===== src/rtl/coin_pkg.sv =====
// Shared types and constants for the coin acceptor: FSM states, sorter codes,
// denomination values, default parameters and the code-to-value decoder.
package coin_pkg;

    localparam int unsigned CREDIT_W = 4;
    localparam int unsigned SUM_W    = CREDIT_W + 1;
    localparam int unsigned CNT_W    = 8;
    localparam int unsigned CODE_W   = 2;

    localparam int unsigned DEFAULT_DEBOUNCE_CYCLES = 4;
    localparam int unsigned DEFAULT_MAX_CREDIT      = 15;

    typedef enum logic [2:0] {
        IDLE,
        QUALIFY,
        COMMIT,
        SETTLE,
        STROBE,
        REJECT,
        RELEASE
    } state_t;

    localparam logic [CODE_W-1:0] COIN_1   = 2'b00;
    localparam logic [CODE_W-1:0] COIN_2   = 2'b01;
    localparam logic [CODE_W-1:0] COIN_5   = 2'b10;
    localparam logic [CODE_W-1:0] COIN_BAD = 2'b11;

    localparam logic [CREDIT_W-1:0] VALUE_1 = 4'd1;
    localparam logic [CREDIT_W-1:0] VALUE_2 = 4'd2;
    localparam logic [CREDIT_W-1:0] VALUE_5 = 4'd5;

    // Sorter code to credit value; the invalid code maps to zero and is
    // rejected separately by the FSM.
    function automatic logic [CREDIT_W-1:0] coin_value_of(input logic [CODE_W-1:0] code);
        logic [CREDIT_W-1:0] val;
        case (code)
            COIN_1:  val = VALUE_1;
            COIN_2:  val = VALUE_2;
            COIN_5:  val = VALUE_5;
            default: val = '0;
        endcase
        return val;
    endfunction

endpackage


===== src/rtl/coin_acceptor_if.sv =====
// Coin acceptor bus: raw sensor/sorter inputs and clear request in,
// credit, strobe, reject and busy out.
//   master: vending side / sensor model (drives coin_sense, coin_type, clear)
//   slave:  coin_acceptor
interface coin_acceptor_if;
    import coin_pkg::*;

    logic                coin_sense;
    logic [CODE_W-1:0]   coin_type;
    logic                clear;
    logic                coin_in;
    logic [CREDIT_W-1:0] coin_value;
    logic                reject;
    logic                busy;

    modport master (
        output coin_sense, coin_type, clear,
        input  coin_in, coin_value, reject, busy
    );

    modport slave (
        input  coin_sense, coin_type, clear,
        output coin_in, coin_value, reject, busy
    );
endinterface


===== src/rtl/coin_sync.sv =====
// Two-flop synchroniser for asynchronous level inputs.
//   clk, rst : clock and synchronous active-high reset
//   d        : asynchronous input
//   q        : synchronised output, RST_VAL while in reset
module coin_sync #(
    parameter int unsigned           WIDTH   = 1,
    parameter logic [WIDTH-1:0]      RST_VAL = '0
) (
    input  logic             clk,
    input  logic             rst,
    input  logic [WIDTH-1:0] d,
    output logic [WIDTH-1:0] q
);
    logic [WIDTH-1:0] meta;

    always_ff @(posedge clk) begin
        if (rst) begin
            meta <= RST_VAL;
            q    <= RST_VAL;
        end else begin
            meta <= d;
            q    <= meta;
        end
    end
endmodule


===== src/rtl/coin_acceptor.sv =====
// Coin slot front end: synchronises and debounces the sensor, decodes the
// sorter code and keeps a saturating credit total with a one-cycle accept
// strobe issued a cycle after the credit has settled.
//   clk, rst : clock and synchronous active-high reset
//   bus      : coin_acceptor_if.slave (coin_sense, coin_type, clear in;
//              coin_in, coin_value, reject, busy out, all registered)
module coin_acceptor
    import coin_pkg::*;
#(
    parameter int unsigned DEBOUNCE_CYCLES = DEFAULT_DEBOUNCE_CYCLES,
    parameter int unsigned MAX_CREDIT      = DEFAULT_MAX_CREDIT
) (
    input  logic           clk,
    input  logic           rst,
    coin_acceptor_if.slave bus
);
    localparam logic [CNT_W-1:0] CNT_LAST   = CNT_W'(DEBOUNCE_CYCLES - 1);
    localparam logic [SUM_W-1:0] CREDIT_MAX = SUM_W'(MAX_CREDIT);

    state_t              state;
    logic [CNT_W-1:0]    count;
    logic [CODE_W-1:0]   code_q;
    logic [CREDIT_W-1:0] credit;
    logic                coin_in_q;
    logic                reject_q;
    logic                busy_q;

    logic                sense_s;
    logic [CODE_W-1:0]   type_s;

    logic [CREDIT_W-1:0] base;
    logic [SUM_W-1:0]    sum;
    logic                refuse;

    // Sensor syncs reset high so a coin present during reset looks like one
    // still in the slot and must be released before anything is credited.
    coin_sync #(.WIDTH(1), .RST_VAL(1'b1)) u_sense_sync (
        .clk (clk),
        .rst (rst),
        .d   (bus.coin_sense),
        .q   (sense_s)
    );

    coin_sync #(.WIDTH(CODE_W), .RST_VAL('0)) u_type_sync (
        .clk (clk),
        .rst (rst),
        .d   (bus.coin_type),
        .q   (type_s)
    );

    // Coin evaluation: a coincident clear zeroes the credit before the add.
    always_comb begin
        base   = bus.clear ? '0 : credit;
        sum    = SUM_W'(base) + SUM_W'(coin_value_of(code_q));
        refuse = (code_q == COIN_BAD) || (sum > CREDIT_MAX);
    end

    // FSM, debounce counter and credit accumulator.
    always_ff @(posedge clk) begin
        if (rst) begin
            state     <= RELEASE;
            count     <= '0;
            code_q    <= COIN_1;
            credit    <= '0;
            coin_in_q <= 1'b0;
            reject_q  <= 1'b0;
            busy_q    <= 1'b1;
        end else begin
            coin_in_q <= 1'b0;
            reject_q  <= 1'b0;
            if (bus.clear) begin
                credit <= '0;
            end

            case (state)
                IDLE: begin
                    if (sense_s) begin
                        state  <= QUALIFY;
                        count  <= CNT_W'(1);
                        busy_q <= 1'b1;
                    end
                end
                QUALIFY: begin
                    if (!sense_s) begin
                        state  <= IDLE;
                        count  <= '0;
                        busy_q <= 1'b0;
                    end else if (count == CNT_LAST) begin
                        state  <= COMMIT;
                        code_q <= type_s;
                    end else begin
                        count <= count + CNT_W'(1);
                    end
                end
                COMMIT: begin
                    if (refuse) begin
                        state    <= REJECT;
                        reject_q <= 1'b1;
                    end else begin
                        state  <= SETTLE;
                        credit <= sum[CREDIT_W-1:0];
                    end
                end
                SETTLE: begin
                    state     <= STROBE;
                    coin_in_q <= 1'b1;
                end
                STROBE, REJECT: begin
                    state <= RELEASE;
                    count <= '0;
                end
                RELEASE: begin
                    // Any sensor high restarts the quiet-time count.
                    if (sense_s) begin
                        count <= '0;
                    end else if (count == CNT_LAST) begin
                        state  <= IDLE;
                        count  <= '0;
                        busy_q <= 1'b0;
                    end else begin
                        count <= count + CNT_W'(1);
                    end
                end
                default: begin
                    state  <= RELEASE;
                    count  <= '0;
                    busy_q <= 1'b1;
                end
            endcase
        end
    end

    assign bus.coin_in    = coin_in_q;
    assign bus.coin_value = credit;
    assign bus.reject     = reject_q;
    assign bus.busy       = busy_q;
endmodule

===== src/flat_wrapper.sv =====
// flat-port wrapper written by rule: the top's interface ports become plain ports
module coin_acceptor_flat import coin_pkg::*;
#(
    parameter int unsigned DEBOUNCE_CYCLES = DEFAULT_DEBOUNCE_CYCLES,
    parameter int unsigned MAX_CREDIT      = DEFAULT_MAX_CREDIT
)
  (clk, rst, bus_coin_sense, bus_coin_type, bus_clear, bus_coin_in, bus_coin_value, bus_reject, bus_busy);
  coin_acceptor_if bus_i ();
  input  logic clk;
  input  logic rst;
  input wire logic [$bits(bus_i.coin_sense)-1:0] bus_coin_sense;
  input wire logic [$bits(bus_i.coin_type)-1:0] bus_coin_type;
  input wire logic [$bits(bus_i.clear)-1:0] bus_clear;
  output wire logic [$bits(bus_i.coin_in)-1:0] bus_coin_in;
  output wire logic [$bits(bus_i.coin_value)-1:0] bus_coin_value;
  output wire logic [$bits(bus_i.reject)-1:0] bus_reject;
  output wire logic [$bits(bus_i.busy)-1:0] bus_busy;
  assign bus_i.coin_sense = bus_coin_sense;
  assign bus_i.coin_type = bus_coin_type;
  assign bus_i.clear = bus_clear;
  assign bus_coin_in = bus_i.coin_in;
  assign bus_coin_value = bus_i.coin_value;
  assign bus_reject = bus_i.reject;
  assign bus_busy = bus_i.busy;
  coin_acceptor #(.DEBOUNCE_CYCLES(DEBOUNCE_CYCLES), .MAX_CREDIT(MAX_CREDIT)) u_core (.clk(clk), .rst(rst), .bus(bus_i));
endmodule

===== config.mk =====
export PLATFORM = sky130hd
export DESIGN_NAME = coin_acceptor_flat
export DESIGN_NICKNAME = d
export VERILOG_FILES = /design/src/rtl/coin_pkg.sv /design/src/rtl/coin_acceptor_if.sv /design/src/rtl/coin_sync.sv /design/src/rtl/coin_acceptor.sv /design/src/flat_wrapper.sv
export SDC_FILE = /design/constraint.sdc
export NUM_CORES = 1
export LEC_CHECK = 0
export ABC_AREA = 1
export BUFFER_PORTS_ARGS = -buffer_cell sky130_fd_sc_hd__buf_2
export CELL_PAD_IN_SITES_DETAIL_PLACEMENT = 0
export CELL_PAD_IN_SITES_GLOBAL_PLACEMENT = 1
export CORE_ASPECT_RATIO = 0.75
export CORE_MARGIN = 2
export CORE_UTILIZATION = 40
export DETAILED_ROUTE_END_ITERATION = 6
export PLACE_DENSITY = 0.87
export SYNTH_ARGS = -nofsm -noshare
export SYNTH_HDL_FRONTEND = slang
export SYNTH_SLANG_ARGS = --single-unit

===== constraint.sdc =====
create_clock -name clk -period 2.68 [get_ports clk]
set_input_delay 0.268 -clock clk [delete_from_list [all_inputs] [get_ports clk]]
set_output_delay 0.268 -clock clk [all_outputs]
set_load 0.01 [all_outputs]

==> key figures <==
Synth
  • EDFF count, synth: 0
  • Mapped cell area: 1350 um2
  • Multiplexer share of the synthesized area: 0%
  • Syn Nets: 206
  • XOR/XNOR Fraction of Synth Area: 0.647%
  • Most common cell in the synthesized netlist: nand2_1
  • Main combinational cell family by area after synthesis: simple AND/OR/NAND/NOR gates
  • Register area share after synthesis: 38.4%
  • Avg Cell Area, Syn: 6.94 um2
  • Synth async-reset ratio: 0%
  • Flop and latch count out of synthesis: 26
  • Syn Inst Count: 195
  • Ys flop type: dfxtp_1
  • Ys Warns: 0
  • Compound-Gate Fraction of Synth Area: 8.87%
  • Post-synthesis cell type count: 26
  • Adder-Cell Fraction of Synth Area: 5.18%
  • Post-synth top area share: 38.4%
  • Commonest cells post-synth: nand2_1, nor2_1, inv_1
  • Synth area leaders: dfxtp_1, nand2_1, nor2_1
  • Leading area contributor after synthesis: dfxtp_1
  • Post-synthesis simple-gate area fraction: 36.5%

Timing
  • Setup Viol. Count Final: 0
  • Final Cycle Share: 71.3%
  • RSZ-0062 raised after global routing: no
  • Max Freq: 523 MHz
  • Shortest period the worst path allows: 1910 ps
  • Hold Vio Cnt, Final: 0
  • Total negative slack: 0 ps
  • Worst Skew: 3.83 ps
  • Max-slew headroom: 76.5%
  • Worst-Margin Slew: 349 ps
  • Final slew viol count: 0

Drt
  • Vias: 1117
  • First drt pass iteration count: 4
  • DRC: 0
  • Final ANT Viol Nets: 0
  • Vias/cell: 4.50
  • Total wire length: 2370 um
  • WL/cell: 9.54 um
  • Initial drt markers: 37

Pwr
  • Comb power frac: 27.6%
  • Clock share of power: 25.6%
  • Sw frac: 33.3%
  • PD cells: 648 nW/um2
  • Leak: 0.721 nW
  • P_sw: 323 uW
  • Sequential Power Share: 46.7%
  • Peak VDD IR: 0.348 mV
  • P_int: 648 uW

Setup path
  • CP Capture Type: flop
  • Worst Path Arrival: 2080 ps
  • Type of origin of the critical path: flop
  • Max FO, Critical Path: 6
  • CP Data Required Time: 2850 ps
  • Worst setup path class: flop to flop

Global route
  • Largest net degree at the start of global routing: 15
  • Vias in the first global route: 1006
  • GR Overflow Total: 0
  • Initial antenna violation count: 0
  • Global-route wire length before repair: 4370 um
  • Tot GR Track Use: 14.5%

Clocking
  • Htree depth: 1
  • Clk pin slew, worst setup/hold paths: 90 ps
  • Root buf cell: clkbuf_8
  • Total CTS buffers: 3
  • CTS tree: done
  • Post-CTS Hold Fix Bufs: 0
  • Post-CTS Resized: 0
  • Post-CTS setup buffer count: 0
  • Clock buffer depth: 2
  • Clk Latency, worst-skew pair: 270 ps
  • Clock Sinks: 26

Placement
  • GP Congestion: 0.760
  • Port Buffer Count: 12
  • HPWL Detailed: 1820 um
  • Placed instance area: 1440 um2

Floorplanning
  • Row cnt: 18
  • Die height: 54.4 um
  • Core area: 3270 um2
  • IO Count: 13
  • Die width: 71.2 um
  • Initial Util: 41.5%
  • Die Area: 3870 um2

Final layout
  • Fillers: 341
  • Post-route cell area: 1500 um2
  • # diodes: 0
  • Area growth syn-to-layout: 10.7%
  • Share of cells above drive strength 1: 16.8%
  • Nets@finish: 220

Min path
  • HP Class: input pin to flop

Job
  • Max-cap violations: 0

Status
  • Status: completed
## state kept, by name (all words and copies together), names as in the netlist
register                  flops
u_core.u_sense_sync.q         1
u_core.state                  3
u_core.bus.busy               1
u_core.u_sense_sync.meta      1
u_core.u_type_sync.meta       2
u_core.count                  8
u_core.code_q                 2
u_core.bus.coin_in            1
u_core.bus.reject             1
u_core.u_type_sync.q          2
u_core.bus.coin_value         4
## per-stage QoR
step           hold WS (ps)  worst slack (ps)  total power, mW  std cells  utilization, %
2_1_floorplan           372               938            0.684        195               -
3_3_place_gp            394               820            0.736        244            44.2
3_5_place_dp            394               770            0.733        244            44.2
4_1_cts                 169               757            0.990        248            45.9
5_1_grt                 166               554             1.05        248            45.9
6_report                181               769            0.971        248            45.9
## worst paths after layout
| kind | from | end | slack, ps | cells past startpoint |
|---|---|---|---|---|
| worst max-delay path | u_core.code_q[0] | u_core.bus.coin_value[3] | 770 | 13 |
| worst min-delay path | bus_coin_sense | u_core.u_sense_sync.meta | 180 | 2 |
| worst max register to register | u_core.code_q[0] | u_core.bus.coin_value[3] | 770 | 13 |
| worst min register to register | u_core.u_type_sync.meta[1] | u_core.u_type_sync.q[1] | 400 | 2 |
## critical path, stage by stage, from the launching register on
cell and delay [ps]:
dfxtp_1 340, inv_1 90, ha_1 230, fa_1 400
nand2_1 90, nand2_1 50, nand2_1 40, o21ai_0 70
inv_1 70, nand2_1 100, inv_1 150, nand3_1 90
nand2_1 60, nor2_1 40
## placed cells by master (no fill, tap or decap), types with 2 or more instances in the layout
| cell type | n |
|---|---|
| clkbuf_8 | 4 |
| nand4_1 | 4 |
| inv_1 | 28 |
| nor2_1 | 34 |
| a21oi_2 | 2 |
| nor2_4 | 2 |
| inv_2 | 4 |
| buf_2 | 12 |
| or2_2 | 2 |
| o21ai_0 | 9 |
| nand3_1 | 9 |
| ha_1 | 4 |
| a21oi_1 | 9 |
| dfxtp_1 | 26 |
| nand2_4 | 3 |
| nand2_2 | 4 |
| nand2_1 | 44 |
## metal layers
| layer | part of all wire (%) | vias to the layer above | GRT usage, % |
|---|---|---|---|
| li1 | - | 627 | - |
| met1 | 54 | 469 | 19.1 |
| met2 | 41 | 19 | 23.5 |
| met3 | 4.1 | 2 | 3.87 |
| met4 | 1.1 | 0 | 4.72 |
| met5 | 0 | - | 0 |
## power by group through the flow
stage	combinational (mW)	clock, mW	sequential [mW]
2_1_floorplan	0.228	0	0.457
3_3_place_gp	0.273	0	0.463
3_5_place_dp	0.270	0	0.463
4_1_cts	0.272	0.264	0.454
5_1_grt	0.313	0.276	0.459
6_report	0.268	0.249	0.454
## cell type report
type,instances,area [um2],share of cell area [%]
Timing Repair Buffer,12,60.1,4.01
Tap cell,40,50.0,3.34
Multi-Input combinational cell,134,693,46.2
Clock buffer,4,55.1,3.67
Sequential cell,26,520,34.7
Inverter,32,120,8.01
## kinds of logic (layout without fill, tap and decap cells)
kind of cell | after synthesis | after routing
compound gates | 22 | 22
fa+ha+maj | 5 | 5
buf+inv | 35 | 48
flops | 26 | 26
simple gates | 106 | 106
xor+xnor | 1 | 1
No activity file was read; power rests on OpenSTA's default activity.
